===== src/rtl/multi_key_debouncer.sv =====
// N-channel key debouncer: one shared sample tick, 2-flop synchronisers,
// tick-based debounce, and press/release/long-press/auto-repeat pulses per key.
module multi_key_debouncer #(
  parameter int N_KEYS         = 4,
  parameter int TICK_DIV       = 50000,
  parameter int DEBOUNCE_TICKS = 20,
  parameter int LONG_TICKS     = 1000,
  parameter int REPEAT_TICKS   = 200,
  parameter int ACTIVE_LOW     = 1
) (
  input  logic              clk,
  input  logic              rst,
  input  logic [N_KEYS-1:0] key,
  output logic [N_KEYS-1:0] key_state,
  output logic [N_KEYS-1:0] press_pulse,
  output logic [N_KEYS-1:0] release_pulse,
  output logic [N_KEYS-1:0] long_pulse,
  output logic [N_KEYS-1:0] repeat_pulse,
  output logic              tick
);

  localparam int DIV_W  = $clog2(TICK_DIV);
  localparam int DEB_W  = (DEBOUNCE_TICKS > 1) ? $clog2(DEBOUNCE_TICKS) : 1;
  localparam int HOLD_W = (LONG_TICKS > 0) ? $clog2(LONG_TICKS + 1) : 1;
  localparam int REP_W  = (REPEAT_TICKS > 0) ? $clog2(REPEAT_TICKS + 1) : 1;
  localparam logic INACTIVE = (ACTIVE_LOW != 0);

  typedef enum logic [1:0] {
    IDLE    = 2'd0,
    PRESSED = 2'd1,
    HELD    = 2'd2
  } state_t;

  logic [DIV_W-1:0]  div_cnt_q, div_cnt_d;
  logic [N_KEYS-1:0] sync1_q, sync1_d;
  logic [N_KEYS-1:0] sync2_q, sync2_d;
  logic [N_KEYS-1:0] pressed;
  logic [N_KEYS-1:0] toggle;

  state_t            state_q   [N_KEYS];
  state_t            state_d   [N_KEYS];
  logic [DEB_W-1:0]  deb_cnt_q [N_KEYS];
  logic [DEB_W-1:0]  deb_cnt_d [N_KEYS];
  logic [HOLD_W-1:0] hold_cnt_q[N_KEYS];
  logic [HOLD_W-1:0] hold_cnt_d[N_KEYS];
  logic [REP_W-1:0]  rep_cnt_q [N_KEYS];
  logic [REP_W-1:0]  rep_cnt_d [N_KEYS];

  logic [N_KEYS-1:0] press_q, press_d;
  logic [N_KEYS-1:0] release_q, release_d;
  logic [N_KEYS-1:0] long_q, long_d;
  logic [N_KEYS-1:0] repeat_q, repeat_d;

  assign tick          = (div_cnt_q == DIV_W'(TICK_DIV - 1));
  assign press_pulse   = press_q;
  assign release_pulse = release_q;
  assign long_pulse    = long_q;
  assign repeat_pulse  = repeat_q;

  always_comb begin
    div_cnt_d = tick ? '0 : div_cnt_q + DIV_W'(1);
    sync1_d   = key;
    sync2_d   = sync1_q;
    pressed   = (ACTIVE_LOW != 0) ? ~sync2_q : sync2_q;
    for (int i = 0; i < N_KEYS; i++) begin
      key_state[i] = (state_q[i] != IDLE);
    end
  end

  // Per-channel next state; an accepted level change overrides hold/repeat work on that tick.
  always_comb begin
    toggle    = '0;
    press_d   = '0;
    release_d = '0;
    long_d    = '0;
    repeat_d  = '0;
    for (int i = 0; i < N_KEYS; i++) begin
      state_d[i]    = state_q[i];
      deb_cnt_d[i]  = deb_cnt_q[i];
      hold_cnt_d[i] = hold_cnt_q[i];
      rep_cnt_d[i]  = rep_cnt_q[i];
      if (tick) begin
        if (pressed[i] != key_state[i]) begin
          if (deb_cnt_q[i] == DEB_W'(DEBOUNCE_TICKS - 1)) begin
            toggle[i]     = 1'b1;
            deb_cnt_d[i]  = '0;
            hold_cnt_d[i] = '0;
            rep_cnt_d[i]  = '0;
            if (state_q[i] == IDLE) begin
              state_d[i] = PRESSED;
              press_d[i] = 1'b1;
            end else begin
              state_d[i]   = IDLE;
              release_d[i] = 1'b1;
            end
          end else begin
            deb_cnt_d[i] = deb_cnt_q[i] + DEB_W'(1);
          end
        end else begin
          deb_cnt_d[i] = '0;
        end

        // Hold and repeat advance on every tick while the accepted level is pressed.
        if (!toggle[i]) begin
          case (state_q[i])
            PRESSED: begin
              if (LONG_TICKS > 0) begin
                hold_cnt_d[i] = hold_cnt_q[i] + HOLD_W'(1);
                if (hold_cnt_q[i] == HOLD_W'(LONG_TICKS - 1)) begin
                  long_d[i]    = 1'b1;
                  state_d[i]   = HELD;
                  rep_cnt_d[i] = '0;
                end
              end
            end
            HELD: begin
              if (REPEAT_TICKS > 0) begin
                if (rep_cnt_q[i] == REP_W'(REPEAT_TICKS - 1)) begin
                  repeat_d[i]  = 1'b1;
                  rep_cnt_d[i] = '0;
                end else begin
                  rep_cnt_d[i] = rep_cnt_q[i] + REP_W'(1);
                end
              end
            end
            default: ;
          endcase
        end
      end
    end
  end

  always_ff @(posedge clk) begin
    if (rst) begin
      div_cnt_q <= '0;
      sync1_q   <= {N_KEYS{INACTIVE}};
      sync2_q   <= {N_KEYS{INACTIVE}};
      press_q   <= '0;
      release_q <= '0;
      long_q    <= '0;
      repeat_q  <= '0;
      for (int i = 0; i < N_KEYS; i++) begin
        state_q[i]    <= IDLE;
        deb_cnt_q[i]  <= '0;
        hold_cnt_q[i] <= '0;
        rep_cnt_q[i]  <= '0;
      end
    end else begin
      div_cnt_q <= div_cnt_d;
      sync1_q   <= sync1_d;
      sync2_q   <= sync2_d;
      press_q   <= press_d;
      release_q <= release_d;
      long_q    <= long_d;
      repeat_q  <= repeat_d;
      for (int i = 0; i < N_KEYS; i++) begin
        state_q[i]    <= state_d[i];
        deb_cnt_q[i]  <= deb_cnt_d[i];
        hold_cnt_q[i] <= hold_cnt_d[i];
        rep_cnt_q[i]  <= rep_cnt_d[i];
      end
    end
  end

endmodule


===== config.mk =====
export PLATFORM = sky130hd
export DESIGN_NAME = multi_key_debouncer
export DESIGN_NICKNAME = d
export VERILOG_FILES = /design/src/rtl/multi_key_debouncer.sv
export SDC_FILE = /design/constraint.sdc
export NUM_CORES = 1
export LEC_CHECK = 0
export ABC_AREA = 1
export CORE_MARGIN = 2
export CORE_UTILIZATION = 35
export DETAILED_ROUTE_END_ITERATION = 12
export GPL_ROUTABILITY_DRIVEN = 0
export MAX_ROUTING_LAYER = met4
export PLACE_DENSITY = 0.52
export SLEW_MARGIN = 20
export SYNTH_ARGS = -nofsm -noshare
export SYNTH_HDL_FRONTEND = slang
export SYNTH_SLANG_ARGS = --single-unit

===== constraint.sdc =====
create_clock -name clk -period 2 [get_ports clk]
set_input_delay 0.4 -clock clk [delete_from_list [all_inputs] [get_ports clk]]
set_output_delay 0.4 -clock clk [all_outputs]
set_load 0.01 [all_outputs]

==> out/qor.json, run 1 <==
{
  "syn_avg_cell_area_um2": 6.86,
  "floorplan.io_pins": 27,
  "cts-root-to-sink-buffers": 2,
  "cts_inserted_buffers": 17,
  "post_drt_via_cell_ratio": 4.77,
  "dr_total_vias": 6805,
  "cts_num_sinks": 140,
  "post-route-min-period_ns": 1.93,
  "synth-warning-count": 0,
  "clockRootBuffer": "sky130_fd_sc_hd__clkbuf_16",
  "placed_cells": 1397,
  "final-max-slew-violation-count": 0,
  "antenna_cells": 0,
  "power.switching_mw": 1.35,
  "pwr-share-seq_pct": 45.5,
  "clockPowerShare_pct": 52.3,
  "pre_cts_setup_slack_ns": 0.0415,
  "layout.filler_cells": 2227,
  "status": "finished, final reports clean",
  "drt_pre_antenna_iters": 6,
  "io_buffers": 26,
  "totalNegativeSetupSlack_ns": 0,
  "per_cell_routed_wire_length_um": 12.9,
  "worstSetupEndpointType": "primary output",
  "p_int_mw": 4.83,
  "antenna_found_initial": 0,
  "fin_ws_ns": 0.0727,
  "fp.dieH_um": 149,
  "leakagePower_nw": 3.60,
  "cap_viol_max_count": 0,
  "worst-slew-pin-transition_ns": 0.556,
  "utilization_pct": 42.3,
  "number_of_enable_type_register_cells_in_the_synthesized_netlist": 0,
  "start_util_pct": 35.3,
  "synthDistinctLibCells": 45,
  "postSynth.asyncResetShare_pct": 0,
  "critical_path.slowest_cell": "sky130_fd_sc_hd__dfxtp_1",
  "floorplan.die.width_um": 149,
  "slew_headroom_pct": 62.7,
  "ordered_cell_list_for_the_critical_path": "inv_1 -> ha_1 -> buf_4 -> inv_1 -> dlygate4sd2_1",
  "drive_above_1_share_pct": 10.9,
  "ys.flop_type": "sky130_fd_sc_hd__dfxtp_1",
  "worst_hold_slack_ns": 0.407,
  "final_net_count": 1172,
  "criticalPathCategory": "reg2out",
  "wl_um": 18400,
  "mappedNetlistNets": 1104,
  "grt_pass1_wl_um": 31200,
  "finalHoldViolations": 0,
  "clock-skew-final_ns": 0.00892,
  "die_outline_area_um2": 22200,
  "finalSetupViolations": 0,
  "netlist_area_before_placement_um2": 7360,
  "drt_first_iter_violations": 447,
  "multi_input_area_um2": 4010,
  "seq_area_um2": 2810,
  "fin_crit_sh_pct": 96.4,
  "postCtsSetupBuffers": 0,
  "p_sw_share_pct": 21.8,
  "cell_pwr_density_nw_per_um2": 701,
  "post_layout_nonfiller_instances": 1428,
  "rsz0062_at_grt": "no",
  "power.ir.vdd_worst_mv": 0.578,
  "final_design_area_no_fill_um2": 8810,
  "cts_clk_pin_slew_worst_paths_ns": 0.06,
  "drtAntennaViolNets": 0,
  "timing.critical_path.arrival_ns": 1.53,
  "total_power_mw": 6.18,
  "post-route-drc-count": 0,
  "clk-insertion-delay-late_ns": 0.43,
  "min-delay-path-class": "reg2reg",
  "grt.total_usage_pct": 18.0,
  "sequential_share_of_the_synthesized_area_pct": 38.1,
  "cp_common_cell": "sky130_fd_sc_hd__inv_1",
  "rows": 53,
  "fmax_mhz": 519,
  "crit_path_max_incr_delay_ns": 0.34,
  "htree_levels": 4,
  "cts_hold_repair.buffers": 0,
  "p_comb_share_pct": 2.2,
  "overflow": 0,
  "grt_max_degree": 27,
  "worstPathRequired_ns": 1.60,
  "dp_hpwl_um": 13400,
  "dp_area_um2": 8200,
  "startpoint_type": "flip-flop",
  "grt_pass1_vias": 6296,
  "crit_fanout": 3,
  "syn_inst": 1073,
  "area_delta_synth_final_pct": 19.8,
  "synth_seq_cells": 140,
  "coreArea_um2": 20800,
  "tritoncts": "done"
}
what timing repair did:
action                     in CTS  in global routing
pin swaps                       1                  0
setup endpoints to repair       5                  5
gates resized for setup        14                  6
cell type report:
type,count,share of cell area (%)
inverter,131,5.58
multi-input combinational,787,45.5
tap,275,3.90
timing repair buffer,64,6.50
clock buffer,20,5.07
sequential,140,31.9
clock inverter,11,1.65
path summary, 6_finish.rpt:
| check | start | to | slack [ns] | cells after the start |
|---|---|---|---|---|
| worst max-delay path | state_q[2][1] | key_state[2] | 0.07 | 5 |
| worst min-delay path | sync1_q[3] | sync2_q[3] | 0.41 | 1 |
| worst max register to register | div_cnt_q[1] | rep_cnt_q[0][5] | 0.16 | 11 |
| worst min register to register | sync1_q[3] | sync2_q[3] | 0.41 | 1 |
power groups by stage:
| stage | combinational (mW) | sequential [mW] | clock (mW) |
|---|---|---|---|
| 6_report | 0.139 | 2.81 | 3.23 |
| 5_1_grt | 0.154 | 2.81 | 3.43 |
| 4_1_cts | 0.139 | 2.81 | 3.30 |
| 3_5_place_dp | 0.138 | 2.87 | 0 |
| 3_3_place_gp | 0.137 | 2.87 | 0 |
| 2_1_floorplan | 0.0757 | 2.87 | 0 |
layer usage:
metal	routed length, µm	global-route usage (%)	vias up
li1	-	-	3637
met1	9390	24.6	3050
met2	8180	27.4	95
met3	595	3.06	23
met4	264	5.62	0
met5	0	-	-
placed cells by master (no fill, tap or decap), drive strengths merged:
| cell type | instances |
|---|---|
| o211ai | 3 |
| and2 | 1 |
| a22oi | 1 |
| dfxtp | 140 |
| nand3b | 4 |
| dlygate4sd2 | 4 |
| nor3 | 29 |
| nor3b | 6 |
| a31oi | 2 |
| clkinvlp | 6 |
| nand3 | 91 |
| clkinv | 3 |
| xor2 | 21 |
| and3 | 1 |
| a21oi | 61 |
| clkdlybuf4s50 | 21 |
| inv | 130 |
| nand4 | 32 |
| o21a | 2 |
| nor2 | 113 |
| a21o | 1 |
| clkbuf | 20 |
| nand2 | 301 |
| buf | 39 |
| xnor2 | 4 |
| ha | 25 |
| o22ai | 8 |
| or2 | 11 |
| o21bai | 4 |
| o31ai | 2 |
| o21ai | 62 |
| bufinv | 3 |
| nor4 | 2 |
logic make-up (layout without fill, tap and decap cells):
group / count (synthesis) / count (layout) / synth area share (%)
simple gates: 591 / 591 / 36.1
compound gates: 146 / 146 / 10.7
buf+inv: 146 / 226 / 7.89
flops: 140 / 140 / 38.1
fa+ha+maj: 25 / 25 / 4.25
xor+xnor: 25 / 25 / 2.98
Yosys cell counts, types with 2 or more instances:
| library cell | count | share of area, % |
|---|---|---|
| sky130_fd_sc_hd__nand2_1 | 290 | 15 |
| sky130_fd_sc_hd__ha_1 | 25 | 4.3 |
| sky130_fd_sc_hd__dfxtp_1 | 140 | 38 |
| sky130_fd_sc_hd__o21ai_1 | 16 | 1.1 |
| sky130_fd_sc_hd__nor3_2 | 2 | 0.27 |
| sky130_fd_sc_hd__nor2_2 | 5 | 0.43 |
| sky130_fd_sc_hd__nor4_1 | 2 | 0.17 |
| sky130_fd_sc_hd__or2_2 | 10 | 0.85 |
| sky130_fd_sc_hd__o21a_1 | 2 | 0.20 |
| sky130_fd_sc_hd__clkbuf_1 | 5 | 0.26 |
| sky130_fd_sc_hd__buf_6 | 2 | 0.31 |
| sky130_fd_sc_hd__nand3_2 | 4 | 0.54 |
| sky130_fd_sc_hd__xnor2_1 | 4 | 0.48 |
| sky130_fd_sc_hd__o21bai_1 | 4 | 0.41 |
| sky130_fd_sc_hd__a21oi_1 | 61 | 4.1 |
| sky130_fd_sc_hd__nor2_4 | 4 | 0.61 |
| sky130_fd_sc_hd__o22ai_1 | 7 | 0.60 |
| sky130_fd_sc_hd__inv_2 | 6 | 0.31 |
| sky130_fd_sc_hd__nor3_1 | 26 | 1.8 |
| sky130_fd_sc_hd__nand3_1 | 86 | 5.8 |
| sky130_fd_sc_hd__nor3b_1 | 6 | 0.61 |
| sky130_fd_sc_hd__nand2_2 | 11 | 0.94 |
| sky130_fd_sc_hd__nand4_1 | 31 | 2.6 |
| sky130_fd_sc_hd__nor2_1 | 104 | 5.3 |
| sky130_fd_sc_hd__inv_1 | 124 | 6.3 |
| sky130_fd_sc_hd__xor2_1 | 21 | 2.5 |
| sky130_fd_sc_hd__buf_4 | 3 | 0.31 |
| sky130_fd_sc_hd__o211ai_1 | 2 | 0.20 |
| sky130_fd_sc_hd__a31oi_1 | 2 | 0.17 |
| sky130_fd_sc_hd__nand3b_1 | 4 | 0.41 |
| sky130_fd_sc_hd__buf_2 | 5 | 0.34 |
| sky130_fd_sc_hd__o21ai_0 | 45 | 3.1 |
| sky130_fd_sc_hd__o31ai_1 | 2 | 0.20 |
flip-flops by register name, indices dropped and copies added (netlist names):
name           cells
sync2_q            4
long_pulse         4
div_cnt_q         16
repeat_pulse       4
release_pulse      4
hold_cnt_q        40
state_q            8
press_pulse        4
sync1_q            4
rep_cnt_q         32
deb_cnt_q         20
critical path, delay by kind of cell, from the launching register on:
kind	cells	cell delay, ns
flops	1	0.34
fa+ha+maj	1	0.22
buf+inv	4	0.53
No activity file was read; power rests on OpenSTA's default activity.
==> run 2: changes to the inputs <==
- CAP_MARGIN: default -> 5
- CELL_PAD_IN_SITES_DETAIL_PLACEMENT: default -> 1
- CELL_PAD_IN_SITES_GLOBAL_PLACEMENT: default -> 1
- PLACE_DENSITY: 0.52 -> 0.66
==> out/qor.json, run 2 (same netlist as run 1, synthesis figures left out) <==
{
  "status": "finished, final reports clean",
  "leakagePower": {"value": 3.70, "unit": "nW", "change": "+2.7%"},
  "layout.cells.most_common": "sky130_fd_sc_hd__nand2_1",
  "antenna_cells": {"value": 0, "change": "unchanged"},
  "postCtsSetupBuffers": {"value": 0, "change": "unchanged"},
  "timing.critical_path.arrival": {"value": 1.50, "unit": "ns", "change": "-0.03 ns"},
  "rsz0062_at_grt": "no",
  "drive_above_1_share": {"value": 11.9, "unit": "%", "change": "+0.94 points"},
  "coreArea": {"value": 20800, "unit": "µm²", "change": "unchanged"},
  "dr_total_vias": {"value": 7064, "change": "+3.8%"},
  "cp_common_cell": "sky130_fd_sc_hd__nor2_4",
  "grt.total_usage": {"value": 20.0, "unit": "%", "change": "+2.0 points"},
  "startpoint_type": "flip-flop",
  "cts-root-to-sink-buffers": {"value": 2, "change": "unchanged"},
  "placed_cells": {"value": 1406, "change": "+0.64%"},
  "floorplan.die.width": {"value": 149, "unit": "µm", "change": "unchanged"},
  "post-route-min-period": {"value": 1.90, "unit": "ns", "change": "-0.0261 ns"},
  "ff2ff_path_depth": {"value": 11, "change": "unchanged"},
  "overflow": {"value": 0, "change": "unchanged"},
  "cts_hold_repair.buffers": {"value": 0, "change": "unchanged"},
  "final_net_count": {"value": 1181, "change": "+0.77%"},
  "clock-skew-final": {"value": 0.00987, "unit": "ns", "change": "+0.000952 ns"},
  "post_layout_nonfiller_instances": {"value": 1438, "change": "+0.70%"},
  "per_cell_routed_wire_length": {"value": 14.3, "unit": "µm", "change": "+11%"},
  "drt_pre_antenna_iters": {"value": 4, "change": "-2"},
  "post-route-drc-count": {"value": 0, "change": "unchanged"},
  "clockRootBuffer": "sky130_fd_sc_hd__clkbuf_16",
  "cell_pwr_density": {"value": 724, "unit": "nW/µm²", "change": "+3.3%"},
  "finalHoldViolations": {"value": 0, "change": "unchanged"},
  "wl": {"value": 20600, "unit": "µm", "change": "+12%"},
  "die_outline_area": {"value": 22200, "unit": "µm²", "change": "unchanged"},
  "crit_path_max_incr_delay": {"value": 0.37, "unit": "ns", "change": "+0.03 ns"},
  "final-max-slew-violation-count": {"value": 0, "change": "unchanged"},
  "cap_viol_max_count": {"value": 0, "change": "unchanged"},
  "grt_max_degree": {"value": 24, "change": "-11%"},
  "cts_num_sinks": {"value": 140, "change": "unchanged"},
  "criticalPathCategory": "reg2out",
  "post_drt_via_cell_ratio": {"value": 4.91, "change": "+3.1%"},
  "io_buffers": {"value": 26, "change": "unchanged"},
  "dp_hpwl": {"value": 15200, "unit": "µm", "change": "+14%"},
  "drt_first_iter_violations": {"value": 210, "change": "-53%"},
  "hold_path_cells": {"value": 1, "change": "unchanged"},
  "min-delay-path-class": "reg2reg",
  "htree_levels": {"value": 4, "change": "unchanged"},
  "fin_crit_sh": {"value": 95.1, "unit": "%", "change": "-1.3 points"},
  "worstPathRequired": {"value": 1.60, "unit": "ns", "change": "about the same"},
  "totalNegativeSetupSlack": {"value": 0, "unit": "ns", "change": "unchanged"},
  "cts_clk_pin_slew_worst_paths": {"value": 0.06, "unit": "ns", "change": "about the same"},
  "worst-slew-pin-transition": {"value": 0.472, "unit": "ns", "change": "-0.0841 ns"},
  "cts_inserted_buffers": {"value": 17, "change": "unchanged"},
  "crit-reg2reg-launch": "div_cnt_q[0]",
  "grt_pass1_wl": {"value": 34800, "unit": "µm", "change": "+12%"},
  "drtAntennaViolNets": {"value": 0, "change": "unchanged"},
  "crit_fanout": {"value": 3, "change": "unchanged"},
  "slew_headroom": {"value": 68.5, "unit": "%", "change": "+5.8 points"},
  "largest_register_ff_count": {"value": 40, "change": "unchanged"},
  "critical_path.slowest_cell": "sky130_fd_sc_hd__dfxtp_1",
  "largestRegisters": "hold_cnt_q: 40 flops, rep_cnt_q: 32 flops, deb_cnt_q: 20 flops",
  "tritoncts": "done",
  "ordered_cell_list_for_the_critical_path": "ha_4 -> nand3_4 -> nor2_4 -> inv_2 -> nor2_4 -> buf_6",
  "worstSetupEndpointType": "primary output",
  "finalSetupViolations": {"value": 0, "change": "unchanged"},
  "rows": {"value": 53, "change": "unchanged"},
  "hp-start": "sync1_q[3]",
  "floorplan.io_pins": {"value": 27, "change": "unchanged"},
  "mostFrequentLayoutCells": "290 x sky130_fd_sc_hd__nand2_1, 138 x sky130_fd_sc_hd__dfxtp_1, 122 x sky130_fd_sc_hd__inv_1",
  "antenna_found_initial": {"value": 0, "change": "unchanged"},
  "area_delta_synth_final_pct": 21.7,
  "layout.filler_cells": {"value": 2709, "change": "+22%"},
  "grt_pass1_vias": {"value": 7170, "change": "+14%"},
  "start_util": {"value": 35.3, "unit": "%", "change": "unchanged"},
  "registers.top_by_ff_count": "hold_cnt_q",
  "worstSetupStartpoint": "div_cnt_q[0]",
  "clk-insertion-delay-late": {"value": 0.43, "unit": "ns", "change": "about the same"},
  "power.ir.vdd_worst": {"value": 0.552, "unit": "mV", "change": "-4.4%"},
  "fmax": {"value": 526, "unit": "MHz", "change": "+1.4%"},
  "fp.dieH": {"value": 149, "unit": "µm", "change": "unchanged"}
}
## run 2: cell types whose count changed in the layout (fill, tap and decap cells not counted), sizes merged
cell / before / now
bufinv: 3 / 5
buf: 39 / 48
inv: 130 / 131
clkbuf: 20 / 18
clkinvlp: 6 / 2
clkinv: 3 / 7
## run 2: worst paths after layout
kind	end	slack (ns)
worst max-delay path	tick	0.1
worst max register to register	state_q[2][0]	0.16
worst min register to register	sync2_q[3]	0.41
worst min-delay path	sync2_q[3]	0.41
## run 2: through the flow
step	power (mW)	hold slack, ns	setup WS [ns]	util [%]	cell area (µm²)
2_1_floorplan	2.94	0.389	0.370	-	7360
3_3_place_gp	3.01	0.391	0.0401	39.7	8270
3_5_place_dp	3.01	0.398	0.0280	39.7	8270
4_1_cts	6.56	0.412	0.00411	42.8	8920
5_1_grt	6.69	0.420	0.000218	43.0	8960
6_report	6.49	0.412	0.0988	43.0	8960
## run 2: power breakdown
part / internal [mW] / switching, mW
registers: 2.80 / 0.00801
clock network: 2.22 / 1.31
logic: 0.0560 / 0.0887
total: 5.08 / 1.41
## run 2: layer usage
| layer | vias to the layer above | GRT usage, % | routed length (µm) |
|---|---|---|---|
| li1 | 3651 | - | - |
| met1 | 3335 | 26.0 | 10400 |
| met2 | 57 | 32.7 | 9590 |
| met3 | 21 | 2.57 | 329 |
| met4 | 0 | 6.05 | 269 |
| met5 | - | - | 0 |
## run 2: final cells by class
cell class / instances / area (µm²) / area share, %
clock buffer: 18 / 429 / 4.79
multi-input combinational: 787 / 4020 / 44.9
timing repair buffer: 73 / 651 / 7.26
inverter: 131 / 492 / 5.49
sequential: 140 / 2810 / 31.3
tap: 275 / 344 / 3.84
clock inverter: 14 / 219 / 2.44
## run 2: worst max-delay path: cells and delay by family (launching register included)
| family | cells | cell delay [ns] |
|---|---|---|
| adder cells (fa/ha/maj) | 1 | 0.16 |
| buffers and inverters | 2 | 0.19 |
| flip-flops | 1 | 0.37 |
| AND/OR/NAND/NOR | 3 | 0.36 |
## run 2: repair_timing
item,4_1_cts,5_1_grt
hold endpoints to repair,0,0
resized for setup,13,11
pin swaps,0,3
setup endpoints to repair,5,27
